[src/rtl/asteroids_pkg.sv]
// Shared entity-word layout, screen bounds and the shot reader state type.
package asteroids_pkg;

  // Entity word field positions
  localparam int ACTIVE_BIT = 33;
  localparam int SPRITE_HI  = 32;
  localparam int SPRITE_LO  = 30;
  localparam int Y_HI       = 25;
  localparam int Y_LO       = 16;
  localparam int X_HI       = 15;
  localparam int X_LO       = 6;

  // Visible screen size; coordinates at or beyond these are off-screen
  localparam int SCREEN_W = 640;
  localparam int SCREEN_H = 480;

  typedef enum logic [2:0] {
    IDLE,
    SCAN,
    EMIT,
    CULL,
    DONE
  } shot_rd_state_e;

endpackage

[src/rtl/shot_bounds_check.sv]
// Combinational on-screen test for a 10-bit entity position.
// Unsigned compare: a coordinate that wrapped below zero reads as a large
// value and is therefore off-screen.
module shot_bounds_check #(
  parameter int X_MAX = 640,
  parameter int Y_MAX = 480
) (
  input  logic [9:0] x_i,
  input  logic [9:0] y_i,
  output logic       on_screen_o
);

  localparam logic [10:0] XLIM = 11'(X_MAX);
  localparam logic [10:0] YLIM = 11'(Y_MAX);

  assign on_screen_o = ({1'b0, x_i} < XLIM) && ({1'b0, y_i} < YLIM);

endmodule

[src/rtl/shot_reader.sv]
// Per-frame shot array reader: snapshots the array on frame_start, walks every
// slot in ascending order, emits one draw beat per on-screen active shot and a
// delete strobe per off-screen active shot.
// Draw handshake: draw_valid rises with a stable payload and stays high, payload
// unchanged, until the clock edge where draw_valid && draw_ready; that edge
// completes the beat. draw_ready while draw_valid is low has no effect.
module shot_reader
  import asteroids_pkg::*;
#(
  parameter int SHOT_COUNT  = 10,
  parameter int ENTITY_SIZE = 34,
  parameter int X_MAX       = SCREEN_W,
  parameter int Y_MAX       = SCREEN_H,
  parameter int IDX_W       = $clog2(SHOT_COUNT)
) (
  input  logic                              clk,
  input  logic                              reset_n,
  input  logic                              frame_start,
  input  logic [SHOT_COUNT*ENTITY_SIZE-1:0] shots_data,
  input  logic                              draw_ready,
  output logic                              draw_valid,
  output logic [9:0]                        draw_x,
  output logic [9:0]                        draw_y,
  output logic [2:0]                        draw_sprite,
  output logic [IDX_W-1:0]                  draw_index,
  output logic                              delete_shot,
  output logic [IDX_W-1:0]                  shot_address,
  output logic                              busy,
  output logic                              scan_done,
  output logic                              frame_overrun
);

  localparam logic [IDX_W-1:0] LAST_IDX = IDX_W'(SHOT_COUNT - 1);

  shot_rd_state_e                    state_q, state_d;
  logic [IDX_W-1:0]                  idx_q, idx_d;
  logic [SHOT_COUNT*ENTITY_SIZE-1:0] snap_q, snap_d;
  logic                              overrun_q, overrun_d;
  logic                              advance;

  logic                              draw_valid_q, draw_valid_d;
  logic [9:0]                        draw_x_q, draw_x_d;
  logic [9:0]                        draw_y_q, draw_y_d;
  logic [2:0]                        draw_sprite_q, draw_sprite_d;
  logic [IDX_W-1:0]                  draw_index_q, draw_index_d;
  logic                              delete_q, delete_d;
  logic [IDX_W-1:0]                  addr_q, addr_d;
  logic                              busy_q, busy_d;
  logic                              done_q, done_d;

  // Slot currently under evaluation, taken from the snapshot
  logic [ENTITY_SIZE-1:0] snap_words [SHOT_COUNT];
  for (genvar g = 0; g < SHOT_COUNT; g++) begin : g_unpack
    assign snap_words[g] = snap_q[g*ENTITY_SIZE +: ENTITY_SIZE];
  end

  logic [ENTITY_SIZE-1:0] cur_ent;
  logic                   cur_active;
  logic [2:0]             cur_sprite;
  logic [9:0]             cur_x;
  logic [9:0]             cur_y;
  logic                   cur_on_screen;
  logic                   cur_unused;

  assign cur_ent    = snap_words[idx_q];
  assign cur_active = cur_ent[ACTIVE_BIT];
  assign cur_sprite = cur_ent[SPRITE_HI:SPRITE_LO];
  assign cur_x      = cur_ent[X_HI:X_LO];
  assign cur_y      = cur_ent[Y_HI:Y_LO];
  // Queue and direction fields are carried in the snapshot but not consumed here
  assign cur_unused = ^{cur_ent[SPRITE_LO-1:Y_HI+1], cur_ent[X_LO-1:0]};

  shot_bounds_check #(
    .X_MAX(X_MAX),
    .Y_MAX(Y_MAX)
  ) u_bounds (
    .x_i        (cur_x),
    .y_i        (cur_y),
    .on_screen_o(cur_on_screen)
  );

  // State, scan bookkeeping and registered outputs
  always_ff @(posedge clk or negedge reset_n) begin
    if (!reset_n) begin
      state_q       <= IDLE;
      idx_q         <= '0;
      snap_q        <= '0;
      overrun_q     <= 1'b0;
      draw_valid_q  <= 1'b0;
      draw_x_q      <= '0;
      draw_y_q      <= '0;
      draw_sprite_q <= '0;
      draw_index_q  <= '0;
      delete_q      <= 1'b0;
      addr_q        <= '0;
      busy_q        <= 1'b0;
      done_q        <= 1'b0;
    end else begin
      state_q       <= state_d;
      idx_q         <= idx_d;
      snap_q        <= snap_d;
      overrun_q     <= overrun_d;
      draw_valid_q  <= draw_valid_d;
      draw_x_q      <= draw_x_d;
      draw_y_q      <= draw_y_d;
      draw_sprite_q <= draw_sprite_d;
      draw_index_q  <= draw_index_d;
      delete_q      <= delete_d;
      addr_q        <= addr_d;
      busy_q        <= busy_d;
      done_q        <= done_d;
    end
  end

  // Next state: one SCAN cycle per slot, detours through EMIT or CULL
  always_comb begin
    state_d   = state_q;
    idx_d     = idx_q;
    snap_d    = snap_q;
    overrun_d = overrun_q;
    advance   = 1'b0;
    case (state_q)
      IDLE: begin
        if (frame_start) begin
          state_d = SCAN;
          idx_d   = '0;
          snap_d  = shots_data;
        end
      end
      SCAN: begin
        if (!cur_active)         advance = 1'b1;
        else if (!cur_on_screen) state_d = CULL;
        else                     state_d = EMIT;
      end
      EMIT: begin
        if (draw_valid_q && draw_ready) advance = 1'b1;
      end
      CULL:    advance = 1'b1;
      DONE:    state_d = IDLE;
      default: state_d = IDLE;
    endcase
    if (advance) begin
      if (idx_q == LAST_IDX) begin
        state_d = DONE;
      end else begin
        idx_d   = idx_q + 1'b1;
        state_d = SCAN;
      end
    end
    // A frame arriving anywhere outside IDLE (DONE included) is dropped and flagged
    if (frame_start && state_q != IDLE) overrun_d = 1'b1;
  end

  // Output values for the next cycle, derived from the state being entered
  always_comb begin
    draw_valid_d  = (state_d == EMIT);
    draw_x_d      = '0;
    draw_y_d      = '0;
    draw_sprite_d = '0;
    draw_index_d  = '0;
    delete_d      = (state_d == CULL);
    addr_d        = '0;
    busy_d        = (state_d != IDLE);
    done_d        = (state_q == DONE);
    if (state_d == EMIT) begin
      draw_x_d      = cur_x;
      draw_y_d      = cur_y;
      draw_sprite_d = cur_sprite;
      draw_index_d  = idx_q;
    end
    if (state_d == CULL) addr_d = idx_q;
  end

  assign draw_valid    = draw_valid_q;
  assign draw_x        = draw_x_q;
  assign draw_y        = draw_y_q;
  assign draw_sprite   = draw_sprite_q;
  assign draw_index    = draw_index_q;
  assign delete_shot   = delete_q;
  assign shot_address  = addr_q;
  assign busy          = busy_q;
  assign scan_done     = done_q;
  assign frame_overrun = overrun_q;

endmodule

[config.mk]
export PLATFORM = sky130hd
export DESIGN_NAME = shot_reader
export DESIGN_NICKNAME = d
export VERILOG_FILES = /design/src/rtl/asteroids_pkg.sv /design/src/rtl/shot_bounds_check.sv /design/src/rtl/shot_reader.sv
export SDC_FILE = /design/constraint.sdc
export NUM_CORES = 1
export LEC_CHECK = 0
export ABC_AREA = 1
export CORE_MARGIN = 4
export CORE_UTILIZATION = 50
export CTS_CLUSTER_DIAMETER = 100
export CTS_CLUSTER_SIZE = 8
export DETAILED_ROUTE_END_ITERATION = 10
export PLACE_DENSITY_LB_ADDON = 0.08
export SLEW_MARGIN = 20
export SYNTH_ARGS = -nofsm -noshare
export SYNTH_HDL_FRONTEND = slang
export SYNTH_SLANG_ARGS = --single-unit
[constraint.sdc]
create_clock -name clk -period 4.2 [get_ports clk]
set_clock_uncertainty 0.1 [all_clocks]
set_input_delay 0.63 -clock clk [delete_from_list [all_inputs] [get_ports clk]]
set_output_delay 0.63 -clock clk [all_outputs]
set_load 0.02 [all_outputs]
# Yosys cells after proc, flatten, opt, wreduce, memory -nomap -nowiden
# Index checks and enable logic that the tools add are counted.
[word_totals]
regBits = 383
latchBits = 0
mem_bits_rw = 0
rom_bits = 0
in_bits = 344
output_inout_bits = 36
elab_cells = 54
mem_count = 0
[classes]
add_sub_neg = 1
n_mul = 0
n_div = 0
n_lt_le_gt_ge = 3
eq_ne = 7
shift = 0
muxes = 21
bitwise_logic = 1
reduce_logical = 8
[op_table]
columns = ["cell", "n"]
rows = [
  ["34-bit binary-select mux with 4-bit select", 1],
  ["34-bit two-way mux", 2],
  ["4-bit two-way mux", 6],
  ["10-bit two-way mux", 2],
  ["3-bit two-way mux", 5],
  ["3-bit by 2-bit == test with 1-bit output, second input constant", 4],
  ["10-bit less-than comparator, second input constant", 1],
  ["10-bit by 9-bit less-than comparator with 1-bit output, second input constant", 1],
  ["3-bit case mux with 3 select lines", 1],
  ["3-bit nonzero test", 2],
  ["5-bit greater-or-equal comparator, second input constant", 1],
  ["4-bit inverter with 5-bit output", 1],
  ["4-bit by 1-bit adder with 4-bit output, second input constant", 1],
  ["4-bit == test, second input constant", 1],
  ["3-bit by 1-bit == test with 1-bit output, second input constant", 1],
  ["3-bit == test, second input constant", 1],
  ["1-bit logical AND", 3],
  ["3-bit logical NOT", 1],
  ["1-bit two-way mux", 3],
  ["1-bit case mux with 3 select lines", 1],
  ["2-bit AND reduction", 1],
  ["2-bit OR reduction", 1],
]

# Depth between registers and ports, before layout
# Gate-level depths: netlist (run 1).
[depth]
word_depth = 12
depth_mapped = 16
depth_no_buf = 14

# By module
# From an unflattened synthesis (run 1), not the netlist that was laid out.
[unflattened]
hier_cells = 1576
hier_area_um2 = 12816.0
[modules_own_cells]
columns = ["module", "instances", "cells_each", "area_per_inst_um2", "seq_area_each_um2"]
rows = [
  ["shot_reader", 1, 1569, 12788.5, 7081.8],
  ["shot_bounds_check", 1, 7, 27.5, 0.0],
]

# Worst setup path after synthesis (run 1)
# OpenSTA, ideal clock, no wires.
[synth_timing]
path_kind = "reg-to-reg"
from = "reg idx_q[0]"
to = "reg draw_index_q[0], in the netlist draw_index[0]"
setup_time_ns = 0.130
t_arrival_ns = 1.729
required_time_ns = 3.970
slack_ns = 2.242
path_stages_with_launch = 14
path_buffers = 3
synth_period_minus_slack_ns = 1.958
path_cell_list = "dfrtp_1 > buf_6 > buf_6 > o211ai_1 > nand3_1 > nand3_1 > nand2_1 > a21oi_2 > inv_2 > nand2_1 > inv_2 > nand3_4 > buf_6 > nor2_2"
[synth_via]
word_cells_on_any_way = 17
cone_classes = "2 x order compare; 2 x eq/ne; 11 x mux; 1 x bitwise; 1 x reduce/logical"
[synth_rtl]
columns = ["item", "line", "rtl"]
rows = [
  ["start: declaration", "shot_reader.sv:36", "logic [IDX_W-1:0] idx_q, idx_d;"],
  ["start signal: assignment", "shot_reader.sv:100", "idx_q <= idx_d;"],
  ["4-bit inverter with 5-bit output (not written as such) (*)", "shot_reader.sv:65", "assign cur_ent = snap_words[idx_q];"],
  ["34-bit binary-select mux with 4-bit select (*)", "shot_reader.sv:65", ""],
  ["34-bit two-way mux (not written as such) (*) (2 in a row)", "shot_reader.sv:65", ""],
  ["3-bit two-way mux / 1-bit two-way mux (equally long branches)", "shot_reader.sv:131", "if (!cur_active) advance = 1'b1;"],
  ["3-bit case mux with 3 select lines / 1-bit case mux with 3 select lines (equally long branches)", "shot_reader.sv:122", "case (state_q)"],
  ["3-bit two-way mux (*)", "shot_reader.sv:142", "if (advance) begin"],
  ["net state_d[1]", "shot_reader.sv:35", "shot_rd_state_e state_q, state_d;"],
  ["3-bit by 2-bit == test with 1-bit output (*)", "shot_reader.sv:165", "if (state_d == EMIT) begin"],
  ["4-bit two-way mux (*)", "shot_reader.sv:165", ""],
  ["net draw_index_d[0]", "shot_reader.sv:45", "logic [IDX_W-1:0] draw_index_q, draw_index_d;"],
  ["end signal: assignment", "shot_reader.sv:107", "draw_index_q <= draw_index_d;"],
  ["end: declaration", "shot_reader.sv:45", ""],
]
# Mark *: on every way through the listed nets, which the timed path passes. The rest lies on a longest branch. The select of a mux whose other input is x is not followed.
# A chain may end at the register's enable or synchronous reset.

# Worst setup path in the final report (run 1)
[layout_timing]
from = "reg idx_q[0]"
to = "reg draw_y_q[3], in the netlist draw_y[3]"
[layout_via]
elab_chain_cells = 12
word_cells_on_any_way = 17
cone_classes = "2 x order compare; 2 x eq/ne; 11 x mux; 1 x bitwise; 1 x reduce/logical"
[layout_rtl]
columns = ["item", "line", "rtl"]
rows = [
  ["4-bit inverter with 5-bit output (not written as such)", "shot_reader.sv:65", ""],
  ["34-bit binary-select mux with 4-bit select", "shot_reader.sv:65", ""],
  ["34-bit two-way mux (not written as such) (2 in a row)", "shot_reader.sv:65", ""],
  ["10-bit less-than comparator / 10-bit by 9-bit less-than comparator with 1-bit output (equally long branches)", "shot_bounds_check.sv:16", "assign on_screen_o = ({1'b0, x_i} < XLIM) && ({1'b0, y_i} < YLIM);"],
  ["1-bit logical AND", "shot_bounds_check.sv:16", ""],
  ["1-bit two-way mux", "shot_reader.sv:132", "else if (!cur_on_screen) state_d = CULL;"],
  ["3-bit two-way mux", "shot_reader.sv:131", ""],
  ["3-bit case mux with 3 select lines", "shot_reader.sv:122", ""],
  ["3-bit two-way mux", "shot_reader.sv:142", ""],
  ["3-bit by 2-bit == test with 1-bit output", "shot_reader.sv:165", ""],
  ["10-bit two-way mux (*)", "shot_reader.sv:165", ""],
  ["net draw_y_d[3]", "shot_reader.sv:43", "logic [9:0] draw_y_q, draw_y_d;"],
  ["end signal: assignment", "shot_reader.sv:105", "draw_y_q <= draw_y_d;"],
  ["end: declaration", "shot_reader.sv:43", ""],
]
# Marks and branches as above.

==> results.toml, run 1 <==
[placement]
routabilityCongestion = 0.895
dpl.hpwl_um = 24900
io_buffers = 279
place_worst_setup_slack_ns = 0.810

[setup_path]
crit_path_end = "draw_y[3]"
crit_slowest_cell = "dfrtp_4"
crit_chain = "inv_4 > nand2_1 > nand3_1 > nand3_1 > nand3_1 > nand2_1 > nand2_1 > inv_1 > nand2_1 > nand3_1 > nand2_2 > nand3_4 > nor2_1"
worst_r2r_endpoint = "draw_y[3]"
cp_max_fo = 72
r2r_slack_ns = 0.85
r2r_cells = 13
regToRegStartpoint = "idx_q[0]"
worstPathRequired_ns = 4.53
cpPeakStageDelay_ns = 0.72
crit_path_end_kind = "flip-flop"
arrival_ns = 3.68
worst-path-buf-inv = 2
crit_type = "flip-flop to flip-flop"
cp-start-kind = "flip-flop"
path_depth = 13
critPathTopFamily = "simple AND/OR/NAND/NOR gates"
startpoint = "idx_q[0]"

[clock_network]
cts_tree = "built"
postCtsHoldBufs = 0
clk_pin_slew_ns = 0.05
clock_latency_ns = 0.52
clock_sinks = 283
ctsResizeCount = 0
cts_buffer_depth = 3
h-tree-depth = 2
cts-root-buf = "clkbuf_16"
post_cts_buffers = 0
cts_buffers = 41

[global_route]
grt_max_degree = 144
grt_pass1_wl_um = 58800
antenna_found_initial = 2
gr-total-overflow = 0
grt_pass1_vias = 11100
track_usage = 0.262

[yosys]
synth_cells = 1556
synth-edff-count = 0
synthArstFlopShare = 1.00
ys_ff_latch = 283
syn_avg_cell_area_um2 = 8.13
yosysSeqAreaShare = 0.560
yosys_warnings = 0
syn_nets = 1902
synth_cell_type_count = 30
synth_ff_type = "dfrtp_1"
syn_area_um2 = 12600

[floorplan]
num_rows = 57
initial_core_util = 0.514
dieWidth_um = 167
die_area_um2 = 27900
coreArea_um2 = 24600
ioPinCount = 380
die_h_um = 167

[power_and_ir_drop]
ir_drop_v = 0.000382
power_mw = 12.1
p_per_area_nw_per_um2 = 726
leakagePower_nw = 7.93

[finish]
area_delta_synth_final_pct = 32.1
mostFrequentLayoutCells = "nand2_1 (601), dfrtp_1 (281), clkdlybuf4s50_1 (278)"
fillCellCount = 2061
final_net_count = 2140
drive_gt1_frac = 0.0534
multi_input_area_um2 = 4600
seqCellArea_um2 = 7090
final_common_cell = "nand2_1"
final_util = 0.679

[min_path]
worstHoldPathType = "input port to asynchronous set/reset pin"

[timing]
setup_ws_ns = 0.846
min_period_ns = 3.35
fin_crit_sh = 0.799
tightest_slew_ns = 0.791
setup_viol = 0
relSlewSlack = 0.472
rsz0062_at_grt = "no"
fmax_mhz = 298
finalHoldViolCount = 0
fin_tns_setup_ns = 0
slew_violations = 0

[drt]
post_drt_wl_per_cell_um = 17.4
dr.pass1.iters = 7
drt-total-wl_um = 37000
route.detailed.drc = 0
postRouteAntennaNets = 0
drtIter0Drc = 974
routed-via-count = 11100
via_per_inst = 5.24

[job]
drv_cap = 0

[status]
status = "finished clean"
## synthesized netlist by cell type (all sizes together), types with 2 or more instances
| cell | n | area [um2] |
|---|---|---|
| a21oi | 36 | 184 |
| a32oi | 15 | 131 |
| buf | 28 | 183 |
| clkbuf | 74 | 278 |
| dfrtp | 283 | 7080 |
| ha | 2 | 25.0 |
| inv | 138 | 518 |
| nand2 | 603 | 2270 |
| nand3 | 58 | 303 |
| nor2 | 68 | 303 |
| o211ai | 37 | 283 |
| o21ai | 206 | 1030 |
## routing by layer
layer,share of wire,routed length (um),up-vias,global-route usage
met5,0,0,-,0
met4,0.040,1500,0,0.109
met3,0.073,2690,81,0.0472
met2,0.47,17500,430,0.418
met1,0.41,15300,5240,0.357
li1,-,-,5380,-
## power breakdown
group | internal, mW | switching [mW]
clock network | 1.79 | 1.11
registers | 3.94 | 0.639
logic | 1.65 | 3.00
## registers in the layout, summed over array words and instances (netlist names)
name,cells
snap_q,240
scan_done,1
idx_q,4
state_q,3
draw_valid,1
draw_index,4
busy,1
frame_overrun,1
delete_shot,1
draw_x,10
shot_address,4
draw_y,10
draw_sprite,3
## worst min-delay path by stage
stage / slack (ns) / endpoint
floorplan: 0.23 / busy
global placement: 0.36 / snap_q[25]
detailed placement: 0.36 / snap_q[77]
CTS: 0.09 / snap_q[225]
global route: 0.12 / snap_q[262]
finish: 0.06 / snap_q[262]
## cells by family after synthesis
logic type	count (synthesis)	share of synthesized area
buffers and inverters	241	0.0777
XOR/XNOR	2	0.00139
AND/OR/NAND/NOR	731	0.228
AO/OA/AOI/OAI	297	0.131
adder cells (fa/ha/maj)	2	0.00198
flip-flops	283	0.560
## through the flow
step	hold WS [ns]	cells	instance area, um2
2_1_floorplan	0.234	1556	12600
3_3_place_gp	0.355	2075	15600
3_5_place_dp	0.360	2075	15600
4_1_cts	0.0894	2121	16700
5_1_grt	0.118	2123	16700
6_report	0.0594	2123	16700
## final cells by class
cell class / count / area share
clock inverters: 2 / 0.000974
repair buffers: 297 / 0.179
diodes: 2 / 0.000300
flip-flops and latches: 283 / 0.424
clock buffers: 44 / 0.0646
multi-input cells: 1032 / 0.275
well taps: 324 / 0.0243
inverters: 139 / 0.0318
## worst reg2reg max path, delay by kind of cell, from the launching register on
kind,cells,cell delay [ns]
buf+inv,2,0.69
flops,1,0.72
simple gates,11,1.75
Power figures use the tool's default switching activity.
==> inputs of run 2 (changes only) <==
Settings changed: CORE_UTILIZATION 50 to 48.
Clock period 4.2 ns to 3.2 ns, I/O delays scaled along.
==> run 2 against run 1 <==
Count of clock-buffer cells in the layout fell by 2. Non-clock buffer count rose by 5. Combinational power rose by 36%. Critical path depth fell by 3. Flip-flop and latch count did not move. Register-to-register slack got worse by 0.46 ns. Global-route usage fell by 0.78 points. Worst setup slack got worse by 0.46 ns. Clock power rose by 27%. First-iteration DRC count fell by 13%. Critical path type unchanged. Fmax rose by 19%. Largest cell class unchanged. Largest power group unchanged. Sequential share of layout area fell by 0.076 points.
==> results.toml, run 2 (synthesis results as in run 1) <==
[clock_network]
cts_buffers = 41
cts_buffer_depth = 3
clk_pin_slew_ns = 0.05
h-tree-depth = 2
clock_sinks = 283
cts-root-buf = "clkbuf_16"
ctsResizeCount = 0
cts_tree = "built"
clock_latency_ns = 0.51

[finish]
regMostFlops = "snap_q"
final_util = 0.644
area_delta_synth_final_pct = 32.3
fillCellCount = 2286
final_common_cell = "nand2_1"
fin_cells = 2135
mostFrequentLayoutCells = "nand2_1 (601), dfrtp_1 (281), clkdlybuf4s50_1 (278)"
final_net_count = 2145
largest_reg_flops = 240
drive_gt1_frac = 0.0539

[placement]
io_buffers = 279
routabilityCongestion = 0.867
place_worst_setup_slack_ns = 0.342
dpl.cell_count = 2090
dpl.hpwl_um = 24900

[setup_path]
cpPeakStageDelay_ns = 0.70
worstPathRequired_ns = 3.52
crit_top_cell = "nand3_1"
crit_type = "flip-flop to flip-flop"
arrival_ns = 3.13
crit_slowest_cell = "dfrtp_1"
startpoint = "idx_q[2]"
crit_chain = "clkinv_1 > nand3_1 > nand3_1 > nand2_1 > nand2_1 > nor2_1 > nand3_1 > nand2_2 > nand3_4 > nor2_1"
cp_max_fo = 28
cp-start-kind = "flip-flop"
crit_path_end_kind = "flip-flop"
regToRegStartpoint = "idx_q[2]"

[global_route]
grt_pass1_wl_um = 58300
gr-total-overflow = 0
grt_max_degree = 107
antenna_found_initial = 3
track_usage = 0.254
grt_pass1_vias = 10900

[power_and_ir_drop]
p_per_area_nw_per_um2 = 945
leakagePower_nw = 7.94
power_mw = 15.8
ir_drop_v = 0.000599

[floorplan]
coreArea_um2 = 26000
ioPinCount = 380
dieWidth_um = 170
initial_core_util = 0.487
num_rows = 59
die_h_um = 170
die_area_um2 = 29000

[timing]
fmax_mhz = 356
setup_ws_ns = 0.389
tightest_slew_ns = 0.615
fin_tns_setup_ns = 0
fin_crit_sh = 0.878
finalHoldViolCount = 0
rsz0062_at_grt = "no"
setup_viol = 0
relSlewSlack = 0.590
slew_violations = 0
min_period_ns = 2.81

[drt]
drt-total-wl_um = 37200
via_per_inst = 5.14
postRouteAntennaNets = 0
route.detailed.drc = 0
routed-via-count = 11000
drtIter0Drc = 848
dr.pass1.iters = 7
post_drt_wl_per_cell_um = 17.4

[status]
status = "finished clean"

[min_path]
worstHoldPathType = "flip-flop to flip-flop"
worstHoldStart = "snap_q[210]"

[job]
drv_cap = 0
run 2: cell types whose count changed in the layout (fill, tap and decap cells not counted):
cell | before | now
dlygate4sd3_1 | 0 | 1
clkbuf_16 | 43 | 41
buf_4 | 14 | 15
buf_12 | 4 | 7
diode_2 | 2 | 1
inv_6 | 1 | 0
run 2: layer usage:
layer	track usage	vias up	routed length, um	share of wire
li1	-	5379	-	-
met1	0.343	5143	15500	0.42
met2	0.412	367	17800	0.48
met3	0.0453	82	2420	0.065
met4	0.101	4	1420	0.038
met5	0	-	24	0.00065
run 2: power by group:
part / total, mW / internal, mW / switching, mW
Combinational: 6.31 / 2.22 / 4.09
Clock: 3.67 / 2.24 / 1.43
Sequential: 5.84 / 5.18 / 0.660
run 2: through the flow:
step | hold slack (ns) | area, um2
after floorplan | 0.0844 | 12600
after global placement | 0.356 | 15700
after detailed placement | 0.360 | 15700
after CTS | 0.374 | 16700
after global routing | 0.390 | 16700
final | 0.369 | 16700
run 2: final cells by class:
cell class,count,area (um2),area share
clock inverters,1,7.51,0.000449
flip-flops and latches,283,7090,0.424
diodes,1,2.50,0.000150
repair buffers,302,3060,0.183
clock buffers,42,1030,0.0615
multi-input cells,1032,4600,0.275
inverters,139,532,0.0318
well taps,335,419,0.0250
run 2: final timing paths:
| check | end | slack [ns] | cells past startpoint |
|---|---|---|---|
| max in group asynchronous | snap_q[114] | 1.60 | 3 |
| setup reg to reg | draw_y[1] | 0.39 | 10 |
| min in group asynchronous | snap_q[225] | 0.41 | 2 |
| hold reg to reg | snap_q[210] | 0.37 | 2 |
| hold / removal | snap_q[210] | 0.37 | 2 |
| setup / recovery | draw_y[1] | 0.39 | 10 |
run 2: what timing repair did:
action / CTS / global route
hold buffers: 1 / 0
setup buffers: 0 / 0
hold endpoints to repair: 66 / 0
run 2: critical path, delay by kind of cell, from the launching register on:
kind / cells / cell delay [ns]
and+or+nand+nor: 9 / 1.47
DFF: 1 / 0.70
buffers and inverters: 1 / 0.43
